File: config.mk
export PLATFORM = sky130hd
export DESIGN_NAME = ara_test_harness
export DESIGN_NICKNAME = d
export VERILOG_FILES = /design/src/rtl/ara_test_harness_pkg.sv /design/src/rtl/ara_test_harness_if.sv /design/src/rtl/ara_test_harness_bank.sv /design/src/rtl/ara_test_harness.sv
export SDC_FILE = /design/constraint.sdc
export NUM_CORES = 2
export LEC_CHECK = 0
export CELL_PAD_IN_SITES_DETAIL_PLACEMENT = 0
export CELL_PAD_IN_SITES_GLOBAL_PLACEMENT = 1
export CORE_MARGIN = 3
export CORE_UTILIZATION = 35
export DETAILED_ROUTE_END_ITERATION = 12
export HOLD_SLACK_MARGIN = 0.06
export PLACE_DENSITY_LB_ADDON = 0.1
export SLEW_MARGIN = 20
export SYNTH_ARGS = -nofsm -noshare
export SYNTH_HDL_FRONTEND = slang
export SYNTH_SLANG_ARGS = --single-unit
File: constraint.sdc
create_clock -name clk_i -period 18.7 [get_ports clk_i]
set_clock_uncertainty 0.15 [all_clocks]
set_input_delay 2.805 -clock clk_i [delete_from_list [all_inputs] [get_ports clk_i]]
set_output_delay 2.805 -clock clk_i [all_outputs]
set_load 0.005 [all_outputs]
File: src/rtl/ara_test_harness_pkg.sv
// Shared types and helpers for the ARA self-checking harness:
// FSM states, the golden data pattern and data-width helpers.
package ara_test_harness_pkg;

    typedef enum logic [1:0] {
        IDLE,
        WRITE,
        READ,
        DONE
    } state_e;

    localparam logic [63:0] GoldenMul  = 64'h9E3779B97F4A7C15;
    localparam int          SliceWidth = 64;

    function automatic int slices_per_word(int width);
        return width / SliceWidth;
    endfunction

    // 64-bit slice of a wide word; the multiply wraps at 64 bits.
    function automatic logic [63:0] pattern(logic [63:0] word_idx, logic [63:0] slice_idx);
        return (word_idx * GoldenMul) ^ slice_idx;
    endfunction

endpackage

File: src/rtl/ara_test_harness_if.sv
// Word-addressed single-port memory bus between the traffic engine and one bank.
interface ara_test_harness_if #(
    parameter int AddrWidth = 64,
    parameter int DataWidth = 64
);
    logic                 we;
    logic [AddrWidth-1:0] addr;
    logic [DataWidth-1:0] wdata;
    logic [DataWidth-1:0] rdata;

    modport master (output we, addr, wdata, input rdata);
    modport slave  (input we, addr, wdata, output rdata);
endinterface

File: src/rtl/ara_test_harness_bank.sv
// Single-port SRAM model for one cluster: synchronous write, registered read.
module ara_test_harness_bank #(
    parameter int Width     = 64,
    parameter int Depth     = 16,
    parameter int AddrWidth = 64
) (
    input logic                clk_i,
    ara_test_harness_if.slave  bus
);
    localparam int IdxWidth = (Depth > 1) ? $clog2(Depth) : 1;

    logic [Width-1:0]    mem [Depth];
    logic [IdxWidth-1:0] idx;
    logic                in_range;

    // Addresses past the end of the array are ignored rather than aliased.
    assign in_range = bus.addr < AddrWidth'(Depth);
    assign idx      = bus.addr[IdxWidth-1:0];

    // NOTE: the array is deliberately not reset; every word is rewritten before it is read.
    always_ff @(posedge clk_i) begin
        if (bus.we && in_range) begin
            mem[idx] <= bus.wdata;
        end
        if (!bus.we && in_range) begin
            bus.rdata <= mem[idx];
        end
    end

endmodule

File: src/rtl/ara_test_harness.sv
// Self-checking harness: writes a golden pattern into banked memory, reads it back,
// counts mismatching words and cycles, and reports a tohost-style exit word.
module ara_test_harness
    import ara_test_harness_pkg::*;
#(
    parameter int NrLanes             = 4,
    parameter int NrClusters          = 1,
    parameter int AxiAddrWidth        = 64,
    parameter int AxiDataWidth        = 64 * NrLanes / 2,
    parameter int ClusterAxiDataWidth = AxiDataWidth / NrClusters,
    parameter int NumWords            = 16,
    parameter int InjectErrWord       = -1
) (
    input  logic        clk_i,
    input  logic        rst_i,
    output logic [63:0] exit_o
);
    localparam int NrSlices = slices_per_word(AxiDataWidth);
    localparam int IdxWidth = $clog2(NumWords + 1);

    if (NrClusters * ClusterAxiDataWidth != AxiDataWidth) begin : g_chk_split
        $error("cluster slices do not tile the wide word");
    end
    if (AxiDataWidth % 64 != 0 || ClusterAxiDataWidth % 64 != 0) begin : g_chk_width
        $error("data widths must be multiples of 64");
    end
    if (InjectErrWord >= NumWords || NumWords < 2) begin : g_chk_words
        $error("bad NumWords / InjectErrWord");
    end
    if (NrLanes < 2 || (NrLanes & (NrLanes - 1)) != 0) begin : g_chk_lanes
        $error("NrLanes must be a power of two >= 2");
    end

    state_e                  state_q, state_d;
    logic [IdxWidth-1:0]     idx_q, idx_d;
    logic [IdxWidth-1:0]     rd_idx_q;
    logic                    rd_valid_q;
    logic                    issue;
    logic                    mismatch;
    logic [62:0]             err_cnt_q, err_cnt_d;
    logic [63:0]             runtime_buf_q;
    logic [63:0]             exit_q;
    logic                    mem_we;
    logic [AxiAddrWidth-1:0] mem_addr;
    logic [AxiDataWidth-1:0] wdata, golden_rd, rdata;

    always_comb begin
        wdata     = '0;
        golden_rd = '0;
        for (int k = 0; k < NrSlices; k++) begin
            wdata[k*64 +: 64]     = pattern(64'(idx_q), 64'(k));
            golden_rd[k*64 +: 64] = pattern(64'(rd_idx_q), 64'(k));
        end
        // Corruption goes to memory only; the readback reference stays clean.
        if (InjectErrWord >= 0 && int'(idx_q) == InjectErrWord) begin
            wdata[0] = ~wdata[0];
        end
    end

    // NOTE: every output of this block gets a default first so no latch is inferred.
    always_comb begin
        state_d = state_q;
        idx_d   = idx_q;
        mem_we  = 1'b0;
        issue   = 1'b0;
        unique case (state_q)
            IDLE: begin
                state_d = WRITE;
                idx_d   = '0;
            end
            WRITE: begin
                mem_we = 1'b1;
                if (idx_q == IdxWidth'(NumWords - 1)) begin
                    state_d = READ;
                    idx_d   = '0;
                end else begin
                    idx_d = idx_q + IdxWidth'(1);
                end
            end
            READ: begin
                issue = (idx_q != IdxWidth'(NumWords));
                if (issue) begin
                    idx_d = idx_q + IdxWidth'(1);
                end
                // Leave only once the last word's data has come back and been compared.
                if (rd_valid_q && rd_idx_q == IdxWidth'(NumWords - 1)) begin
                    state_d = DONE;
                end
            end
            DONE:    state_d = DONE;
            default: state_d = IDLE;
        endcase
    end

    assign mem_addr  = AxiAddrWidth'(idx_q);
    assign mismatch  = rd_valid_q && (rdata != golden_rd);
    assign err_cnt_d = (mismatch && err_cnt_q != '1) ? err_cnt_q + 63'd1 : err_cnt_q;

    always_ff @(posedge clk_i or posedge rst_i) begin
        if (rst_i) begin
            state_q       <= IDLE;
            idx_q         <= '0;
            rd_idx_q      <= '0;
            rd_valid_q    <= 1'b0;
            err_cnt_q     <= '0;
            runtime_buf_q <= '0;
            exit_q        <= '0;
        end else begin
            state_q    <= state_d;
            idx_q      <= idx_d;
            rd_idx_q   <= idx_q;
            rd_valid_q <= issue;
            err_cnt_q  <= err_cnt_d;
            if (state_q == WRITE || state_q == READ) begin
                runtime_buf_q <= runtime_buf_q + 64'd1;
            end
            if (state_q != DONE && state_d == DONE) begin
                exit_q <= {err_cnt_d, 1'b1};
            end
        end
    end

    assign exit_o = exit_q;

    for (genvar c = 0; c < NrClusters; c++) begin : g_bank
        ara_test_harness_if #(
            .AddrWidth (AxiAddrWidth),
            .DataWidth (ClusterAxiDataWidth)
        ) bus ();

        assign bus.we    = mem_we;
        assign bus.addr  = mem_addr;
        assign bus.wdata = wdata[c*ClusterAxiDataWidth +: ClusterAxiDataWidth];
        assign rdata[c*ClusterAxiDataWidth +: ClusterAxiDataWidth] = bus.rdata;

        ara_test_harness_bank #(
            .Width     (ClusterAxiDataWidth),
            .Depth     (NumWords),
            .AddrWidth (AxiAddrWidth)
        ) u_bank (
            .clk_i (clk_i),
            .bus   (bus)
        );
    end

endmodule

==> impl_metrics.json <==
{
  "max_slew_margin": 0.218,
  "die-height_um": 415,
  "hpwl_mm": 114,
  "vdd.ir_drop.worst_mv": 0.0832,
  "grt_max_degree": 104,
  "rsz0062_at_grt": "no",
  "cp.required_ns": 19.20,
  "synth.distinct_cells": 88,
  "min_path_type": "reg2reg",
  "hold_path_end": "exit_o[0]$_DFFE_PP0P_",
  "die_x_um": 415,
  "status": "finished, final reports clean",
  "maxSlewViolCount": 0,
  "leakagePower_nw": 23.2,
  "clockPowerShare": 0.479,
  "grt_use_total": 0.207,
  "r2r_setup_slack_ns": 10.79,
  "h-tree-depth": 4,
  "seq_area_frac_synth": 0.626,
  "cp_data_arrival_time_ns": 8.41,
  "seq_area_um2": 36700,
  "cts_buffers": 141,
  "grt_pass1_wl_mm": 259,
  "tightestPinTransition_ns": 1.16,
  "ioPinCount": 66,
  "cp_max_fo": 77,
  "drc": 0,
  "postCtsSetupBuffers": 0,
  "min-delay-start": "exit_o[0]$_DFFE_PP0P_",
  "critPathKind": "reg2reg",
  "num-fill-cells": 15300,
  "hold_viol_final": 0,
  "clock_latency_ns": 0.78,
  "grt_overflow": 0,
  "area_growth_pct": 14.3,
  "ys.flop_type": "edfxtp_1",
  "r2r_end": "err_cnt_q[1]$_DFF_PP0_",
  "num_vias": 34100,
  "synth_area_um2": 58600,
  "synth-seq-cells": 1245,
  "row_count": 149,
  "cts_tree": "yes",
  "crit_start": "rd_idx_q[3]$_DFF_PP0_",
  "core_region_area_um2": 166000,
  "post-route-period-util": 0.423,
  "pwr-share-comb": 0.001,
  "antenna_left": 0,
  "p_sw_mw": 1.16,
  "power_density_nw_per_um2": 85.8,
  "hold-worst-slack_ns": 0.321,
  "r2r-start": "rd_idx_q[3]$_DFF_PP0_",
  "drive_gt1_frac": 0.181,
  "gp_congestion": 0.938,
  "synth_fp_nets": 3972,
  "synth-edff-count": 1105,
  "reg2regPathDepth": 20,
  "path_clk_slew_ns": 0.06,
  "wirelength_mm": 179,
  "switching_share": 0.202,
  "end_kind": "register",
  "finalSetupViolCount": 0,
  "final_nets": 4110,
  "drv_cap": 0,
  "io_buffers": 65,
  "seqPwrFrac": 0.520,
  "synthArstFlopShare": 0.112,
  "final_cells": 6147,
  "cts_buffer_depth": 3,
  "viasPerCell": 5.55,
  "critPathLaunchType": "register",
  "clockRootBuffer": "clkbuf_16",
  "ys_warn_count": 0,
  "antenna_found_initial": 7,
  "grt_pass1_vias": 35200,
  "cts.sinks": 1245,
  "cp_cell_sequence": "fa_1 > inv_1 > fa_1 > inv_1 > ha_1 > ha_1 > a21oi_1 > o221ai_1 > a21oi_1 > o21ai_1 > a41oi_1 > o211ai_1 > a2111oi_0 > o311ai_1 > nor4b_2 > buf_4 > and2_2 > buf_4 > nor2_1 > mux2_1",
  "multi_input_area_um2": 20900,
  "post_cts_resized": 0,
  "synthCells": 3705,
  "fmaxAchievable_ghz": 0.126,
  "min_period_ns": 7.91,
  "dp.cells": 5889,
  "syn_area_per_cell_um2": 15.8,
  "die_area_um2": 172000,
  "dr.pass1.iters": 6,
  "fin_setup_tns_ns": 0,
  "min_path_cells": 1,
  "p_int_mw": 4.58,
  "wire_per_inst_um": 29.0,
  "start_util": 0.354,
  "first_iter_violations": 2996,
  "slowest_stage": "fa_1",
  "postCtsHoldBufs": 0,
  "max_stage_delay_ns": 0.67
}
## final cells by class
class / count / area share
multi-input combinational: 2126 / 0.312
timing repair buffer: 153 / 0.0200
inverter: 176 / 0.0100
clock inverter: 81 / 0.0130
tap: 2189 / 0.0409
antenna: 1 / 0.0000374
sequential: 1245 / 0.548
clock buffer: 176 / 0.0562
## logic make-up after synthesis
kind of cell,synth area share
compound gates,0.0647
buf+inv,0.0224
xor+xnor,0.0245
mux,0.131
simple gates,0.0655
fa+ha+maj,0.0656
flops,0.626
## per-stage QoR
step	total power, mW	area [um2]	utilization	setup slack [ns]
after floorplan	3.05	58600	-	10.26
after global placement	3.05	62200	0.376	10.94
after detailed placement	3.05	62200	0.376	10.93
after CTS	5.82	66900	0.404	10.95
after global routing	5.93	67000	0.404	10.34
final	5.74	67000	0.404	10.79
## cells in the final DEF (no fill, tap or decap), types with 30 or more instances in the layout
master,netlist,layout
a21oi_1,156,156
nor4_1,31,30
clkdlybuf4s50_1,0,65
xor2_1,65,57
dfrtp_1,140,137
nor3_1,37,37
nand3_1,88,87
edfxtp_1,1105,1105
fa_1,70,70
a21o_1,39,39
or3_1,33,33
inv_1,176,173
buf_4,8,86
mux4_2,325,325
nand2_1,210,210
clkbuf_16,0,144
xnor2_1,99,82
ha_1,195,195
a31oi_1,51,51
nor2_1,152,145
o21ai_0,91,91
nand4_1,61,61
## worst max-delay path by stage
| stage | endpoint | slack (ns) |
|---|---|---|
| global route | err_cnt_q[1]$_DFF_PP0_ | 10.34 |
| finish | err_cnt_q[1]$_DFF_PP0_ | 10.79 |
| detailed placement | err_cnt_q[1]$_DFF_PP0_ | 10.93 |
| CTS | err_cnt_q[1]$_DFF_PP0_ | 10.95 |
| global placement | err_cnt_q[1]$_DFF_PP0_ | 10.94 |
| floorplan | g_bank[0].u_bank.mem[6][0]$_DFFE_PP_ | 10.26 |
## layer usage
metal,share of wire,up-vias,global-route usage
met3,0.042,218,0.0251
li1,-,14900,-
met1,0.46,18100,0.296
met2,0.48,898,0.335
met4,0.023,0,0.0529
met5,0,-,0
## power groups by stage
stage | Sequential, mW | Combinational, mW | Clock [mW]
2_1_floorplan | 3.04 | 0.00439 | 0
3_3_place_gp | 3.04 | 0.00790 | 0
3_5_place_dp | 3.04 | 0.00796 | 0
4_1_cts | 2.99 | 0.00796 | 2.83
5_1_grt | 2.98 | 0.00857 | 2.94
6_report | 2.99 | 0.00710 | 2.75
## state kept, by name, summed over array words and instances (netlist names)
signal,flops
rd_idx_q,5
err_cnt_q,63
rd_valid_q,1
exit_o,64
idx_q,5
g_bank.u_bank.bus.rdata,65
g_bank.u_bank.mem,1040
state_q,2
## critical path, delay by kind of cell (launching register included)
kind / cells / cell delay (ns)
mux: 1 / 0.35
compound gates: 8 / 2.84
simple gates: 3 / 0.67
flops: 1 / 0.52
buf+inv: 4 / 1.15
fa+ha+maj: 4 / 2.02
## Yosys cell counts (51+ instances only)
cell,number,area share
edfxtp_1,1105,0.57
mux4_2,325,0.12
nand2_1,210,0.013
ha_1,195,0.042
inv_1,176,0.011
a21oi_1,156,0.013
nor2_1,152,0.0097
dfrtp_1,140,0.060
clkbuf_1,111,0.0071
xnor2_1,99,0.015
o21ai_0,91,0.0078
nand3_1,88,0.0075
fa_1,70,0.024
xor2_1,65,0.0097
nand4_1,61,0.0065
a31oi_1,51,0.0054
No activity file was read; power rests on OpenSTA's default activity.
